<file path="src/rtl/time_set_entry_if.sv">
// -----------------------------------------------------------------------------
// time_set_entry_if
// Keypad-to-editor and editor-to-counter signal bundle for time_set_entry.
//   KEY_VALID    one-cycle keystroke strobe (keypad -> editor)
//   KEY_CODE     ASCII key code, meaningful while KEY_VALID = 1
//   LOAD         one-cycle strobe telling the counter to capture SET_*
//   SET_HOUR     binary hour to load
//   SET_MIN      binary minute to load
//   SET_SEC      binary second to load
//   SET_MERIDIAN meridian code to load
// The master modport is the keypad/counter side; slave is the editor.
// -----------------------------------------------------------------------------
interface time_set_entry_if;
  logic       KEY_VALID;
  logic [7:0] KEY_CODE;
  logic       LOAD;
  logic [6:0] SET_HOUR;
  logic [6:0] SET_MIN;
  logic [6:0] SET_SEC;
  logic [7:0] SET_MERIDIAN;

  modport master (
    output KEY_VALID, KEY_CODE,
    input  LOAD, SET_HOUR, SET_MIN, SET_SEC, SET_MERIDIAN
  );

  modport slave (
    input  KEY_VALID, KEY_CODE,
    output LOAD, SET_HOUR, SET_MIN, SET_SEC, SET_MERIDIAN
  );
endinterface

</file>
<file path="src/rtl/time_set_entry.sv">
// -----------------------------------------------------------------------------
// time_set_entry
// Keypad-driven HH MM SS editor feeding the clock/calendar counter.
//   CLK, RESETN        clock; synchronous active-low reset
//   START              enter edit mode, preloading the buffer from CUR_*
//   CANCEL             leave edit mode without loading
//   TIME_FORMAT        0 = 24h, 1 = 12h (limits the hour, enables 'M')
//   CUR_HOUR/MIN/SEC   running time in binary, used as the preload
//   CUR_MERIDIAN       running meridian code, used as the preload
//   bus                keystrokes in; SET_* and LOAD out to the counter
//   ERROR              one-cycle strobe for a rejected entry
//   EDITING            high while editing, checking or reporting an error
//   CURSOR             next digit to be written (0 = H10 .. 5 = S1, 6 = full)
//   out_E_*            edit buffer as ASCII digits for the LCD path
// LOAD, ERROR and SET_* are registered from the LOAD/ERR states, so they
// appear in the cycle after those states: '#' sampled at edge N gives
// CHECK after N, LOAD state after N+1 and the LOAD strobe after N+2.
// -----------------------------------------------------------------------------
module time_set_entry #(
  parameter logic [7:0] AM_CODE   = 8'h41,
  parameter logic [7:0] PM_CODE   = 8'h42,
  parameter logic [7:0] KEY_BACK  = 8'h2A,
  parameter logic [7:0] KEY_ENTER = 8'h23,
  parameter logic [7:0] KEY_MER   = 8'h4D
) (
  input  logic              CLK,
  input  logic              RESETN,
  input  logic              START,
  input  logic              CANCEL,
  input  logic              TIME_FORMAT,
  input  logic [6:0]        CUR_HOUR,
  input  logic [6:0]        CUR_MIN,
  input  logic [6:0]        CUR_SEC,
  input  logic [7:0]        CUR_MERIDIAN,
  time_set_entry_if.slave   bus,
  output logic              ERROR,
  output logic              EDITING,
  output logic [2:0]        CURSOR,
  output logic [7:0]        out_E_H10,
  output logic [7:0]        out_E_H1,
  output logic [7:0]        out_E_M10,
  output logic [7:0]        out_E_M1,
  output logic [7:0]        out_E_S10,
  output logic [7:0]        out_E_S1
);

  typedef enum logic [2:0] {
    S_IDLE,
    S_EDIT,
    S_CHECK,
    S_LOAD,
    S_ERR
  } state_t;

  state_t     state_q, state_d;
  logic [3:0] dig_q [6];
  logic [3:0] dig_d [6];
  logic [2:0] cursor_q, cursor_d;
  logic [7:0] mer_q, mer_d;
  logic       load_q, load_d;
  logic       error_q, error_d;
  logic       editing_q, editing_d;
  logic [6:0] set_hour_q, set_hour_d;
  logic [6:0] set_min_q, set_min_d;
  logic [6:0] set_sec_q, set_sec_d;
  logic [7:0] set_mer_q, set_mer_d;

  logic [6:0] hour_val, min_val, sec_val;
  logic       entry_valid;
  logic       key_is_digit;

  // Binary to two BCD digits {tens, ones}; anything above 99 shows as 99.
  function automatic logic [7:0] to_bcd(input logic [6:0] v);
    if (v > 7'd99) return 8'h99;
    return {4'(v / 7'd10), 4'(v % 7'd10)};
  endfunction

  assign hour_val = 7'(dig_q[0]) * 7'd10 + 7'(dig_q[1]);
  assign min_val  = 7'(dig_q[2]) * 7'd10 + 7'(dig_q[3]);
  assign sec_val  = 7'(dig_q[4]) * 7'd10 + 7'(dig_q[5]);

  // TIME_FORMAT is taken live here, so a mode change made while editing is
  // honoured by whatever value is present in the CHECK cycle.
  assign entry_valid = (hour_val <= (TIME_FORMAT ? 7'd11 : 7'd23)) &&
                       (min_val  <= 7'd59) &&
                       (sec_val  <= 7'd59);

  assign key_is_digit = (bus.KEY_CODE >= 8'h30) && (bus.KEY_CODE <= 8'h39);

  always_comb begin
    // NOTE: every variable gets its hold value first so no path leaves it
    // unassigned; that is what keeps this block from inferring latches.
    state_d    = state_q;
    dig_d      = dig_q;
    cursor_d   = cursor_q;
    mer_d      = mer_q;
    set_hour_d = set_hour_q;
    set_min_d  = set_min_q;
    set_sec_d  = set_sec_q;
    set_mer_d  = set_mer_q;

    unique case (state_q)
      S_IDLE: begin
        if (START) begin
          state_d            = S_EDIT;
          {dig_d[0], dig_d[1]} = to_bcd(CUR_HOUR);
          {dig_d[2], dig_d[3]} = to_bcd(CUR_MIN);
          {dig_d[4], dig_d[5]} = to_bcd(CUR_SEC);
          cursor_d           = 3'd0;
          mer_d              = CUR_MERIDIAN;
        end
      end

      S_EDIT: begin
        // CANCEL wins over a keystroke arriving in the same cycle.
        if (CANCEL) begin
          state_d = S_IDLE;
        end else if (bus.KEY_VALID) begin
          if (key_is_digit) begin
            if (cursor_q != 3'd6) begin
              dig_d[cursor_q] = bus.KEY_CODE[3:0];
              cursor_d        = cursor_q + 3'd1;
            end
          end else if (bus.KEY_CODE == KEY_BACK) begin
            // Backspace only moves the cursor; the digit under it stays.
            if (cursor_q != 3'd0) cursor_d = cursor_q - 3'd1;
          end else if (bus.KEY_CODE == KEY_MER) begin
            // Anything that is not AM toggles to AM, so an odd preload
            // code still lands on a legal meridian.
            if (TIME_FORMAT) mer_d = (mer_q == AM_CODE) ? PM_CODE : AM_CODE;
          end else if (bus.KEY_CODE == KEY_ENTER) begin
            state_d = S_CHECK;
          end
        end
      end

      S_CHECK: begin
        if (entry_valid) begin
          state_d = S_LOAD;
        end else begin
          state_d  = S_ERR;
          cursor_d = 3'd0;
        end
      end

      S_LOAD: begin
        state_d    = S_IDLE;
        set_hour_d = hour_val;
        set_min_d  = min_val;
        set_sec_d  = sec_val;
        set_mer_d  = mer_q;
      end

      S_ERR: begin
        state_d = S_EDIT;
      end

      default: begin
        state_d = S_IDLE;
      end
    endcase

    load_d    = (state_q == S_LOAD);
    error_d   = (state_q == S_ERR);
    editing_d = (state_d == S_EDIT) || (state_d == S_CHECK) || (state_d == S_ERR);
  end

  always_ff @(posedge CLK) begin
    // NOTE: non-blocking assignments so every flop samples the values from
    // before this edge, independent of statement order.
    if (!RESETN) begin
      state_q    <= S_IDLE;
      // NOTE: the digit buffer is reset too, because it is visible on the
      // display outputs straight out of reset.
      for (int i = 0; i < 6; i++) dig_q[i] <= 4'd0;
      cursor_q   <= 3'd0;
      mer_q      <= AM_CODE;
      load_q     <= 1'b0;
      error_q    <= 1'b0;
      editing_q  <= 1'b0;
      set_hour_q <= 7'd0;
      set_min_q  <= 7'd0;
      set_sec_q  <= 7'd0;
      set_mer_q  <= AM_CODE;
    end else begin
      state_q    <= state_d;
      dig_q      <= dig_d;
      cursor_q   <= cursor_d;
      mer_q      <= mer_d;
      load_q     <= load_d;
      error_q    <= error_d;
      editing_q  <= editing_d;
      set_hour_q <= set_hour_d;
      set_min_q  <= set_min_d;
      set_sec_q  <= set_sec_d;
      set_mer_q  <= set_mer_d;
    end
  end

  assign bus.LOAD         = load_q;
  assign bus.SET_HOUR     = set_hour_q;
  assign bus.SET_MIN      = set_min_q;
  assign bus.SET_SEC      = set_sec_q;
  assign bus.SET_MERIDIAN = set_mer_q;
  assign ERROR            = error_q;
  assign EDITING          = editing_q;
  assign CURSOR           = cursor_q;
  assign out_E_H10        = {4'h3, dig_q[0]};
  assign out_E_H1         = {4'h3, dig_q[1]};
  assign out_E_M10        = {4'h3, dig_q[2]};
  assign out_E_M1         = {4'h3, dig_q[3]};
  assign out_E_S10        = {4'h3, dig_q[4]};
  assign out_E_S1         = {4'h3, dig_q[5]};

endmodule

</file>
<file path="src/flat_wrapper.sv">
// flat-port wrapper written by rule: the top's interface ports become plain ports
module time_set_entry_flat 
#(
  parameter logic [7:0] AM_CODE   = 8'h41,
  parameter logic [7:0] PM_CODE   = 8'h42,
  parameter logic [7:0] KEY_BACK  = 8'h2A,
  parameter logic [7:0] KEY_ENTER = 8'h23,
  parameter logic [7:0] KEY_MER   = 8'h4D
)
  (CLK, RESETN, START, CANCEL, TIME_FORMAT, CUR_HOUR, CUR_MIN, CUR_SEC, CUR_MERIDIAN, ERROR, EDITING, CURSOR, out_E_H10, out_E_H1, out_E_M10, out_E_M1, out_E_S10, out_E_S1, bus_KEY_VALID, bus_KEY_CODE, bus_LOAD, bus_SET_HOUR, bus_SET_MIN, bus_SET_SEC, bus_SET_MERIDIAN);
  time_set_entry_if bus_i ();
  input  logic CLK;
  input  logic RESETN;
  input  logic START;
  input  logic CANCEL;
  input  logic TIME_FORMAT;
  input  logic [6:0] CUR_HOUR;
  input  logic [6:0] CUR_MIN;
  input  logic [6:0] CUR_SEC;
  input  logic [7:0] CUR_MERIDIAN;
  output logic ERROR;
  output logic EDITING;
  output logic [2:0] CURSOR;
  output logic [7:0] out_E_H10;
  output logic [7:0] out_E_H1;
  output logic [7:0] out_E_M10;
  output logic [7:0] out_E_M1;
  output logic [7:0] out_E_S10;
  output logic [7:0] out_E_S1;
  input wire logic [$bits(bus_i.KEY_VALID)-1:0] bus_KEY_VALID;
  input wire logic [$bits(bus_i.KEY_CODE)-1:0] bus_KEY_CODE;
  output wire logic [$bits(bus_i.LOAD)-1:0] bus_LOAD;
  output wire logic [$bits(bus_i.SET_HOUR)-1:0] bus_SET_HOUR;
  output wire logic [$bits(bus_i.SET_MIN)-1:0] bus_SET_MIN;
  output wire logic [$bits(bus_i.SET_SEC)-1:0] bus_SET_SEC;
  output wire logic [$bits(bus_i.SET_MERIDIAN)-1:0] bus_SET_MERIDIAN;
  assign bus_i.KEY_VALID = bus_KEY_VALID;
  assign bus_i.KEY_CODE = bus_KEY_CODE;
  assign bus_LOAD = bus_i.LOAD;
  assign bus_SET_HOUR = bus_i.SET_HOUR;
  assign bus_SET_MIN = bus_i.SET_MIN;
  assign bus_SET_SEC = bus_i.SET_SEC;
  assign bus_SET_MERIDIAN = bus_i.SET_MERIDIAN;
  time_set_entry #(.AM_CODE(AM_CODE), .PM_CODE(PM_CODE), .KEY_BACK(KEY_BACK), .KEY_ENTER(KEY_ENTER), .KEY_MER(KEY_MER)) u_core (.CLK(CLK), .RESETN(RESETN), .START(START), .CANCEL(CANCEL), .TIME_FORMAT(TIME_FORMAT), .CUR_HOUR(CUR_HOUR), .CUR_MIN(CUR_MIN), .CUR_SEC(CUR_SEC), .CUR_MERIDIAN(CUR_MERIDIAN), .bus(bus_i), .ERROR(ERROR), .EDITING(EDITING), .CURSOR(CURSOR), .out_E_H10(out_E_H10), .out_E_H1(out_E_H1), .out_E_M10(out_E_M10), .out_E_M1(out_E_M1), .out_E_S10(out_E_S10), .out_E_S1(out_E_S1));
endmodule
</file>
<file path="config.mk">
export PLATFORM = sky130hd
export DESIGN_NAME = time_set_entry_flat
export DESIGN_NICKNAME = d
export VERILOG_FILES = /design/src/rtl/time_set_entry_if.sv /design/src/rtl/time_set_entry.sv /design/src/flat_wrapper.sv
export SDC_FILE = /design/constraint.sdc
export NUM_CORES = 1
export LEC_CHECK = 0
export CAP_MARGIN = 20
export CORE_MARGIN = 2
export CORE_UTILIZATION = 52
export DETAILED_ROUTE_END_ITERATION = 8
export PLACE_DENSITY = 0.82
export SLEW_MARGIN = 20
export SYNTH_ARGS = -nofsm -noshare
export SYNTH_HDL_FRONTEND = slang
export SYNTH_SLANG_ARGS = --single-unit
</file>
<file path="constraint.sdc">
create_clock -name CLK -period 3.7 [get_ports CLK]
set_input_delay 1.11 -clock CLK [delete_from_list [all_inputs] [get_ports CLK]]
set_output_delay 1.11 -clock CLK [all_outputs]
set_load 0.02 [all_outputs]
</file>
==> results of run 1 <==
stage by stage:
stage	util	instance area [sq um]	TNS [ns]	worst slack [ns]
floorplan	-	5702	0	0.2079
global placement	0.6597	6872	-0.8614	-0.2400
detailed placement	0.6597	6872	-1.438	-0.2594
CTS	0.6789	7072	0	0.1276
global route	0.6796	7079	-0.01282	-0.01282
finish	0.6796	7079	0	0.1528
layout make-up:
type                            count  area (sq um)
Fill cell                         894          3337
Clock inverter                      4         45.04
Tap cell                          136         170.2
Clock buffer                       12         155.1
Multi-Input combinational cell    575          3789
Timing Repair Buffer              158          1436
Inverter                           22         82.58
Sequential cell                    70          1401
metal layers:
metal,vias up,part of all wire,wire (um),track usage
li1,2821,-,-,-
met1,2775,0.45,7394,0.3820
met5,-,0,0,0
met4,0,0.029,482,0.1200
met2,267,0.46,7595,0.4623
met3,46,0.068,1128,0.05184
flip-flops by register name (all words and copies together) (netlist names):
| signal | count |
|---|---|
| u_core.CURSOR | 3 |
| u_core.EDITING | 1 |
| u_core.ERROR | 1 |
| u_core.bus.LOAD | 1 |
| u_core.bus.SET_HOUR | 7 |
| u_core.bus.SET_MERIDIAN | 8 |
| u_core.bus.SET_MIN | 7 |
| u_core.bus.SET_SEC | 7 |
| u_core.mer_q | 8 |
| u_core.out_E_H1 | 4 |
| u_core.out_E_H10 | 4 |
| u_core.out_E_M1 | 4 |
| u_core.out_E_M10 | 4 |
| u_core.out_E_S1 | 4 |
| u_core.out_E_S10 | 4 |
| u_core.state_q | 3 |
logic make-up after synthesis:
group                      after synthesis
muxes                                   19
DFF                                     70
and+or+nand+nor                        269
AOI/OAI and AO/OA                      215
xor gates and xnor gates                15
adders and majority gates               33
buffers and inverters                   99
other                                    2
critical path, cell delays in order:
cell and delay, ns:
clkdlybuf4s50_1 0.49, nand2b_1 0.20, o22ai_1 0.09, or3_1 0.34
a21oi_1 0.19, ha_2 0.27, clkbuf_2 0.17, inv_1 0.06
mux2_2 0.25, o32ai_1 0.20, o21ai_0 0.11, a211oi_1 0.24
o21a_1 0.15
Yosys cell counts, types with 8 or more instances:
master,number
buf_4,29
o21ai_0,36
mux2i_1,14
nor2_1,45
nand2_1,76
nor2b_1,18
nand3_1,21
o211ai_1,9
nor3b_1,9
nand2b_1,29
xnor2_1,10
a21oi_1,61
clkbuf_1,23
dfxtp_1,70
a211oi_1,8
o21a_1,11
buf_2,20
inv_1,21
ha_1,24
o22ai_1,9
o32ai_1,8
nor3_1,11
where the power goes:
part	total, uW	internal, uW	switching (uW)
logic	729	332	398
clock network	644	345	299
registers	848	790	58.1
timing repair:
item / in CTS / in global routing
gates resized for setup: 0 / 1
buffers inserted: 0 / 1
setup endpoints to repair: 0 / 3
layout by cell type (no fill, tap or decap), drive strengths merged, types with 5 or more instances in the layout:
cell           Yosys  final
a31oi              7      7
and2               5      5
inv               21     21
mux2i             14     14
nand4              5      5
a22oi              5      5
a21oi             62     62
nor2              46     46
a211oi            11     11
conb               2     24
nand3             21     21
clkdlybuf4s50      0    101
buf               53     56
or2                5      5
o211ai             9      9
o21a              11     11
a32oi              6      6
clkbuf            24     13
nand2b            29     29
o311ai             5      5
mux2               5      5
dfxtp             70     70
xnor2             10     10
a311oi             7      7
or3                7      7
o21ai             38     38
o32ai              8      8
nand2             76     76
ha                24     24
o22ai              9      9
nor2b             18     18
nor3              11     11
nand3b             7      7
fa                 7      7
nor3b             11     11
xor2               5      5
and3               5      5
final timing paths:
path | start | to | slack (ns) | cells past startpoint
min reg2reg | u_core.bus.SET_MERIDIAN[4] | u_core.bus.SET_MERIDIAN[4] | 0.46 | 2
max | CUR_MIN[4] | u_core.out_E_M1[3] | 0.15 | 13
min | u_core.bus.SET_MERIDIAN[4] | u_core.bus.SET_MERIDIAN[4] | 0.46 | 2
max reg2reg | u_core.out_E_M10[1] | u_core.CURSOR[0] | 0.66 | 9
==> results.yml, run 1 <==
floorplanning:
  core_sq_um: 10420
  initial_core_util: 0.5395
  dieArea_sq_um: 11650
  num_rows: 37
  dieWidth_um: 108.0
  pin_count: 126
  die_h_um: 108.0
clock_network:
  clock-sinks: 70
  cts_tree: "built"
  cts_buffers: 9
  clk_pin_slew_ns: 0.08
  cts_max_level: 3
  clock_latency_ns: 0.37
  root_buffer: "clkbuf_8"
  clockBufferDepth: 2
  hold_buffers: 0
final_layout:
  instances_no_fill: 977
  area_growth_syn_to_layout_pct: 25.99
  diodes: 0
  nets: 910
  drive_gt1_frac: 0.1106
power_and_ir_drop:
  p_leak_uw: 0.002797
  power_uw: 2222
  vdd_drop_max_uv: 208.1
  power.density_nw_per_um2: 313.8
sta:
  finalCriticalPeriod_ns: 3.547
  slew_headroom: 0.3014
  skew_ns: 0.008907
  final-max-slew-violation-count: 0
  worst_pin_slew_ns: 1.048
  whs_ns: 0.4590
  setup_viol: 0
  hold_viol: 0
  grt_setup_unrepaired: "yes"
  max_freq_mhz: 281.9
  period_share: 0.9587
detailed_routing:
  wl_per_cell_um: 16.99
  vias: 5909
  routed_wl_mm: 16.60
  via_per_inst: 6.048
  dr.first_iter.drc_count: 493
  ant_nets: 0
  drt_drc_violations_left: 0
  first_pass_iters: 7
synth:
  synth_top_area_share: 0.2494
  synthMuxAreaShare: 0.03496
  synth-edff-count: 0
  ys_seq_area_frac: 0.2494
  synthArstFlopShare: 0
  synth_cells: 722
  synth_seq_cells: 70
  synthAdderAreaFrac: 0.08194
  synthXorXnorAreaFrac: 0.02338
  synth_top_area_cell: "dfxtp_1"
  synth_top_family_by_area: "compound AO/OA/AOI/OAI gates"
  synth_compound_area_frac: 0.2599
  syn_area_sq_um: 5619
  synth_area_per_cell_sq_um: 7.783
  ys_top_cells_by_area: "dfxtp_1 (25%), a21oi_1 (5.4%), ha_1 (5.3%), nand2_1 (5.1%), buf_4 (3.9%)"
  yosys.area_share.simple: 0.2576
  synth_cell_types: 86
  yosys_most_used_dff: "dfxtp_1"
  yosys_warnings: 0
placement:
  dp.cells: 960
  hpwl_mm: 12.70
  io_buffers: 101
  gp_congestion: 0.9284
global_route:
  grt_pass1_wl_mm: 26.84
  first_global_vias: 5545
  track_usage: 0.2881
  grt_start_max_net_pins: 33
  overflow: 0
  antenna_found_initial: 0
setup_path:
  arrival_ns: 3.87
  path_max_fanout: 6
  critPathCaptureType: "register"
  crit_type: "input pin to register"
  start_kind: "input pin"
  worst-endpoint-required_ns: 4.02
hold_path:
  hold_class: "register to register"
status:
  status: "finished clean"
flow_run:
  max-cap-violations: 0
Note: power is estimated with default switching activity, not from simulation.
==> inputs of run 2 (changes only) <==
--- a/config.mk
+++ b/config.mk
@@ -6,6 +6,7 @@
 export NUM_CORES = 1
 export LEC_CHECK = 0
 export CAP_MARGIN = 20
+export CORE_ASPECT_RATIO = 1.2
 export CORE_MARGIN = 2
 export CORE_UTILIZATION = 52
 export DETAILED_ROUTE_END_ITERATION = 8
==> run 2 against run 1 <==
  * Clock-buffer cell count rose by 1
  * Hold slack got worse by 0.0066 ns
  * Fmax rose by 0.21%
  * Register-to-register slack got worse by 0.03 ns
  * Worst setup slack improved by 0.0074 ns
  * Total power rose by 11%
  * Largest power group is now clock
  * Sequential cell count did not move
  * Via count fell by 0.36%
  * Global-route usage fell by 0.68 points
  * Core utilization rose by 0.51 points
  * Cell count fell by 1.0%
==> results.yml, run 2 (synthesis results as in run 1) <==
status:
  status: "finished clean"
setup_path:
  worst-endpoint-required_ns: 3.96
  path_max_fanout: 12
  critPathCaptureType: "register"
  reg2reg_from: "u_core.out_E_H10[2]"
  max_stage_delay_ns: 0.46
  rrSetupSlack_ns: 0.63
  r2r_cells: 10
  crit_type: "input pin to register"
  path_buf_inv: 2
  cp.depth: 11
  cp-endpoint: "u_core.out_E_H1[2]"
  worstPathCellList: "clkdlybuf4s50_1 -> buf_4 -> nor3b_2 -> o21ai_0 -> and3_1 -> ha_1 -> a31oi_1 -> o41ai_2 -> a221oi_2 -> mux2_2 -> o22ai_1"
  crit_start: "CUR_HOUR[5]"
  crit_family: "compound AO/OA/AOI/OAI gates"
  cp_slowest_cell: "clkdlybuf4s50_1"
  start_kind: "input pin"
  arrival_ns: 3.80
  reg2reg_to: "u_core.CURSOR[0]"
power_and_ir_drop:
  power_uw: 2464
  vdd_drop_max_uv: 234.5
  p_leak_uw: 0.002834
  power.density_nw_per_um2: 342.3
final_layout:
  layout_commonest_cell: "clkdlybuf4s50_1"
  drive_gt1_frac: 0.1146
  fill_cells: 834
  multi_input_area_sq_um: 3836
  layout.area.seq_sq_um: 1401
  nets: 907
  mostFrequentLayoutCells: "clkdlybuf4s50_1 (101), nand2_1 (76), dfxtp_1 (70)"
  area_growth_syn_to_layout_pct: 28.15
  diodes: 0
  instances_no_fill: 967
sta:
  period_share: 0.9567
  skew_ns: 0.004594
  finalCriticalPeriod_ns: 3.540
  whs_ns: 0.4523
  worst_pin_slew_ns: 1.108
  setup_viol: 0
  hold_viol: 0
  slew_headroom: 0.2612
  max_freq_mhz: 282.5
  final-max-slew-violation-count: 0
  worst_slack_ns: 0.1602
detailed_routing:
  via_per_inst: 6.089
  vias: 5888
  dr.first_iter.drc_count: 373
  first_pass_iters: 6
  wl_per_cell_um: 17.09
  routed_wl_mm: 16.52
  drt_drc_violations_left: 0
  ant_nets: 0
clock_network:
  cts_max_level: 3
  clk_pin_slew_ns: 0.05
  hold_buffers: 0
  clock-sinks: 70
  root_buffer: "clkbuf_16"
  clock_latency_ns: 0.33
  cts_tree: "built"
  clockBufferDepth: 2
  cts_buffers: 9
placement:
  hpwl_mm: 12.58
  dp.cells: 951
  pre_cts_ws_ns: -0.2772
  gp_congestion: 0.9410
  io_buffers: 101
floorplanning:
  core_sq_um: 10520
  initial_core_util: 0.5343
  dieArea_sq_um: 11660
  pin_count: 126
  num_rows: 41
  die_h_um: 117.9
  dieWidth_um: 98.90
global_route:
  grt_pass1_wl_mm: 27.19
  overflow: 0
  antenna_found_initial: 0
  first_global_vias: 5706
  grt_start_max_net_pins: 33
  track_usage: 0.2813
flow_run:
  max-cap-violations: 0
hold_path:
  min_path_cells: 2
  hold_class: "register to register"
  hp-start: "u_core.bus.SET_MERIDIAN[2]"
run 2: final cells by class:
cell class / count / area share
Multi-Input combinational cell: 575 / 0.5328
Sequential cell: 70 / 0.1946
Clock inverter: 3 / 0.005908
Tap cell: 129 / 0.02242
Inverter: 22 / 0.01147
Timing Repair Buffer: 155 / 0.1967
Clock buffer: 13 / 0.03614
run 2: power breakdown:
part | internal (uW) | switching (uW)
clock network | 558 | 322
registers | 791 | 51.3
logic | 335 | 407
total | 1680 | 780
run 2: through the flow:
| stage | instance area, sq um | TNS [ns] | util |
|---|---|---|---|
| after global placement | 6848 | -0.8551 | 0.6512 |
| after detailed placement | 6848 | -1.664 | 0.6512 |
| after CTS | 7151 | 0 | 0.6800 |
| after global routing | 7201 | -0.01008 | 0.6847 |
| after floorplan | 5702 | 0 | - |
| final | 7201 | 0 | 0.6847 |
run 2: routing by layer:
| layer | share of wire | track usage | wire length, um | vias up |
|---|---|---|---|---|
| li1 | - | - | - | 2807 |
| met2 | 0.50 | 0.4899 | 8289 | 283 |
| met5 | 0 | 0 | 0 | - |
| met4 | 0.034 | 0.1173 | 560 | 0 |
| met1 | 0.40 | 0.3319 | 6562 | 2741 |
| met3 | 0.067 | 0.05760 | 1111 | 57 |
run 2: how the worst min path moves through the flow:
stage,endpoint
2_1_floorplan,u_core.bus.SET_MERIDIAN[5]
3_3_place_gp,u_core.bus.SET_SEC[0]
3_5_place_dp,u_core.bus.SET_MERIDIAN[2]
4_1_cts,u_core.bus.SET_MERIDIAN[2]
5_1_grt,u_core.bus.SET_MERIDIAN[2]
6_report,u_core.bus.SET_MERIDIAN[2]
run 2: what timing repair did:
item | 4_1_cts | 5_1_grt
buffers inserted | 0 | 0
setup endpoints to repair | 0 | 10
resized for setup | 0 | 12
run 2: worst reg2reg max path, delay by kind of cell, from the launching register on:
| kind | cells | cell delay (ns) |
|---|---|---|
| adders and majority gates | 3 | 0.90 |
| AOI/OAI and AO/OA | 4 | 0.79 |
| and+or+nand+nor | 2 | 0.66 |
| DFF | 1 | 0.42 |
| xor gates and xnor gates | 1 | 0.21 |
==> inputs of run 3 (changes only) <==
--- a/config.mk
+++ b/config.mk
@@ -8,9 +8,9 @@
 export CAP_MARGIN = 20
 export CORE_ASPECT_RATIO = 1.2
 export CORE_MARGIN = 2
-export CORE_UTILIZATION = 52
+export CORE_UTILIZATION = 56
 export DETAILED_ROUTE_END_ITERATION = 8
-export PLACE_DENSITY = 0.82
+export PLACE_DENSITY = 0.88
 export SLEW_MARGIN = 20
 export SYNTH_ARGS = -nofsm -noshare
 export SYNTH_HDL_FRONTEND = slang
==> constraint.sdc (replaced) <==
create_clock -name CLK -period 4.17 [get_ports CLK]
set_input_delay 1.251 -clock CLK [delete_from_list [all_inputs] [get_ports CLK]]
set_output_delay 1.251 -clock CLK [all_outputs]
set_load 0.02 [all_outputs]
==> run 3 against run 2 <==
  * Sequential power fell by 11%
  * Critical path depth grew 1
  * Hold slack better by 0.00084 ns
  * Worst setup slack better by 0.23 ns
  * First-iteration DRC count rose by 39%
  * Clock power shrank 24%
==> results.yml, run 3 (synthesis results as in run 1) <==
global_route:
  grt_start_max_net_pins: 44
  track_usage: 0.2934
  overflow: 0
  first_global_vias: 5537
  antenna_found_initial: 0
  grt_pass1_wl_mm: 25.68
sta:
  grt_setup_unrepaired: "no"
  setup_viol: 0
  hold_viol: 0
  whs_ns: 0.4532
  final-max-slew-violation-count: 0
  max_freq_mhz: 264.4
  finalSetupTns_ns: 0
  worst_pin_slew_ns: 1.014
  slew_headroom: 0.3238
  skew_ns: 0.005131
  finalCriticalPeriod_ns: 3.782
  period_share: 0.9070
detailed_routing:
  first_pass_iters: 5
  wl_per_cell_um: 16.81
  drt_drc_violations_left: 0
  dr.first_iter.drc_count: 519
  routed_wl_mm: 15.81
  via_per_inst: 6.179
  ant_nets: 0
  vias: 5814
placement:
  dp.cells: 926
  placed_area_sq_um: 6679
  io_buffers: 101
  hpwl_mm: 11.88
  gp_congestion: 0.9384
power_and_ir_drop:
  p_leak_uw: 0.002700
  power.density_nw_per_um2: 295.3
  power_uw: 2048
  vdd_drop_max_uv: 203.8
setup_path:
  rrSetupSlack_ns: 1.15
  critPathCaptureType: "register"
  start_kind: "input pin"
  worstPathCellList: "clkdlybuf4s50_1 -> nand2b_1 -> o22ai_1 -> or3_1 -> a21oi_1 -> ha_1 -> buf_4 -> a31oi_1 -> a311oi_1 -> a32oi_1 -> o311ai_0 -> o21ai_0"
  r2r_cells: 10
  reg2reg_from: "u_core.out_E_H10[2]"
  crit_type: "input pin to register"
  cp_slowest_cell: "clkdlybuf4s50_1"
  worst-endpoint-required_ns: 4.37
  cp-endpoint: "u_core.out_E_M10[0]"
  crit_start: "CUR_MIN[4]"
  path_max_fanout: 9
  reg2reg_to: "u_core.state_q[1]"
  max_stage_delay_ns: 0.50
  arrival_ns: 3.99
floorplanning:
  pin_count: 126
  num_rows: 40
  initial_core_util: 0.5670
  dieArea_sq_um: 10850
  die_h_um: 113.7
  dieWidth_um: 95.44
  core_sq_um: 9910
clock_network:
  cts_max_level: 3
  hold_buffers: 0
  ctsResizeCount: 0
  clock-sinks: 70
  clock_latency_ns: 0.34
  clk_pin_slew_ns: 0.06
  cts_buffers: 9
  root_buffer: "clkbuf_16"
  postCtsSetupRepairBufs: 0
  clockBufferDepth: 2
  cts_tree: "built"
hold_path:
  hold_class: "register to register"
  min_path_cells: 2
final_layout:
  postLayoutCellArea_sq_um: 6935
  diodes: 0
  area_growth_syn_to_layout_pct: 23.42
  mostFrequentLayoutCells: "clkdlybuf4s50_1 (101), nand2_1 (76), dfxtp_1 (70)"
  layout_commonest_cell: "clkdlybuf4s50_1"
  fill_cells: 811
  nets: 885
  instances_no_fill: 941
  drive_gt1_frac: 0.08098
flow_run:
  max-cap-violations: 0
status:
  status: "finished clean"
## run 3: worst max-delay path, delay by kind of cell
family / cells / cell delay, ns
AOI/OAI and AO/OA: 7 / 1.21
buffers and inverters: 2 / 0.68
and+or+nand+nor: 2 / 0.52
adders and majority gates: 1 / 0.33
## run 3: per-stage QoR
| stage | setup WS [ns] | utilization |
|---|---|---|
| global route | 0.08514 | 0.6999 |
| CTS | 0.4079 | 0.6999 |
| global placement | 0.2444 | 0.6740 |
| floorplan | 0.5369 | - |
| detailed placement | 0.07361 | 0.6740 |
| finish | 0.3880 | 0.6999 |
## run 3: where the power goes
part	switching, uW	leakage [uW]	internal [uW]	total, uW
Combinational	350	0.00200	279	629
Clock	277	0.000128	394	671
Sequential	46.0	0.000570	702	748
## run 3: how the worst min path moves through the flow
stage	to	from	slack (ns)
finish	u_core.bus.SET_MIN[2]	u_core.bus.SET_MIN[2]	0.45
global route	u_core.bus.SET_MERIDIAN[4]	u_core.bus.SET_MERIDIAN[4]	0.48
CTS	u_core.bus.SET_MIN[2]	u_core.bus.SET_MIN[2]	0.46
detailed placement	u_core.bus.SET_MIN[2]	u_core.bus.SET_MIN[2]	0.45
global placement	u_core.bus.SET_MERIDIAN[3]	u_core.bus.SET_MERIDIAN[3]	0.44
floorplan	u_core.bus.SET_MERIDIAN[5]	u_core.mer_q[5]	0.44
## run 3: per-layer routing
metal	GRT usage	wire, um	vias to the layer above
li1	-	-	2755
met1	0.3498	6280	2718
met2	0.5005	7747	276
met3	0.05482	1035	65
met4	0.1448	752	0
met5	0	0	-
## run 3: area by class of cell
cell class | instances | area (sq um) | share of cell area
clock inverters | 5 | 27.53 | 0.003969
well taps | 126 | 157.7 | 0.02273
multi-input cells | 575 | 3786 | 0.5459
inverters | 22 | 82.58 | 0.01191
repair buffers | 133 | 1251 | 0.1804
flip-flops and latches | 70 | 1401 | 0.2021
clock buffers | 10 | 229.0 | 0.03301
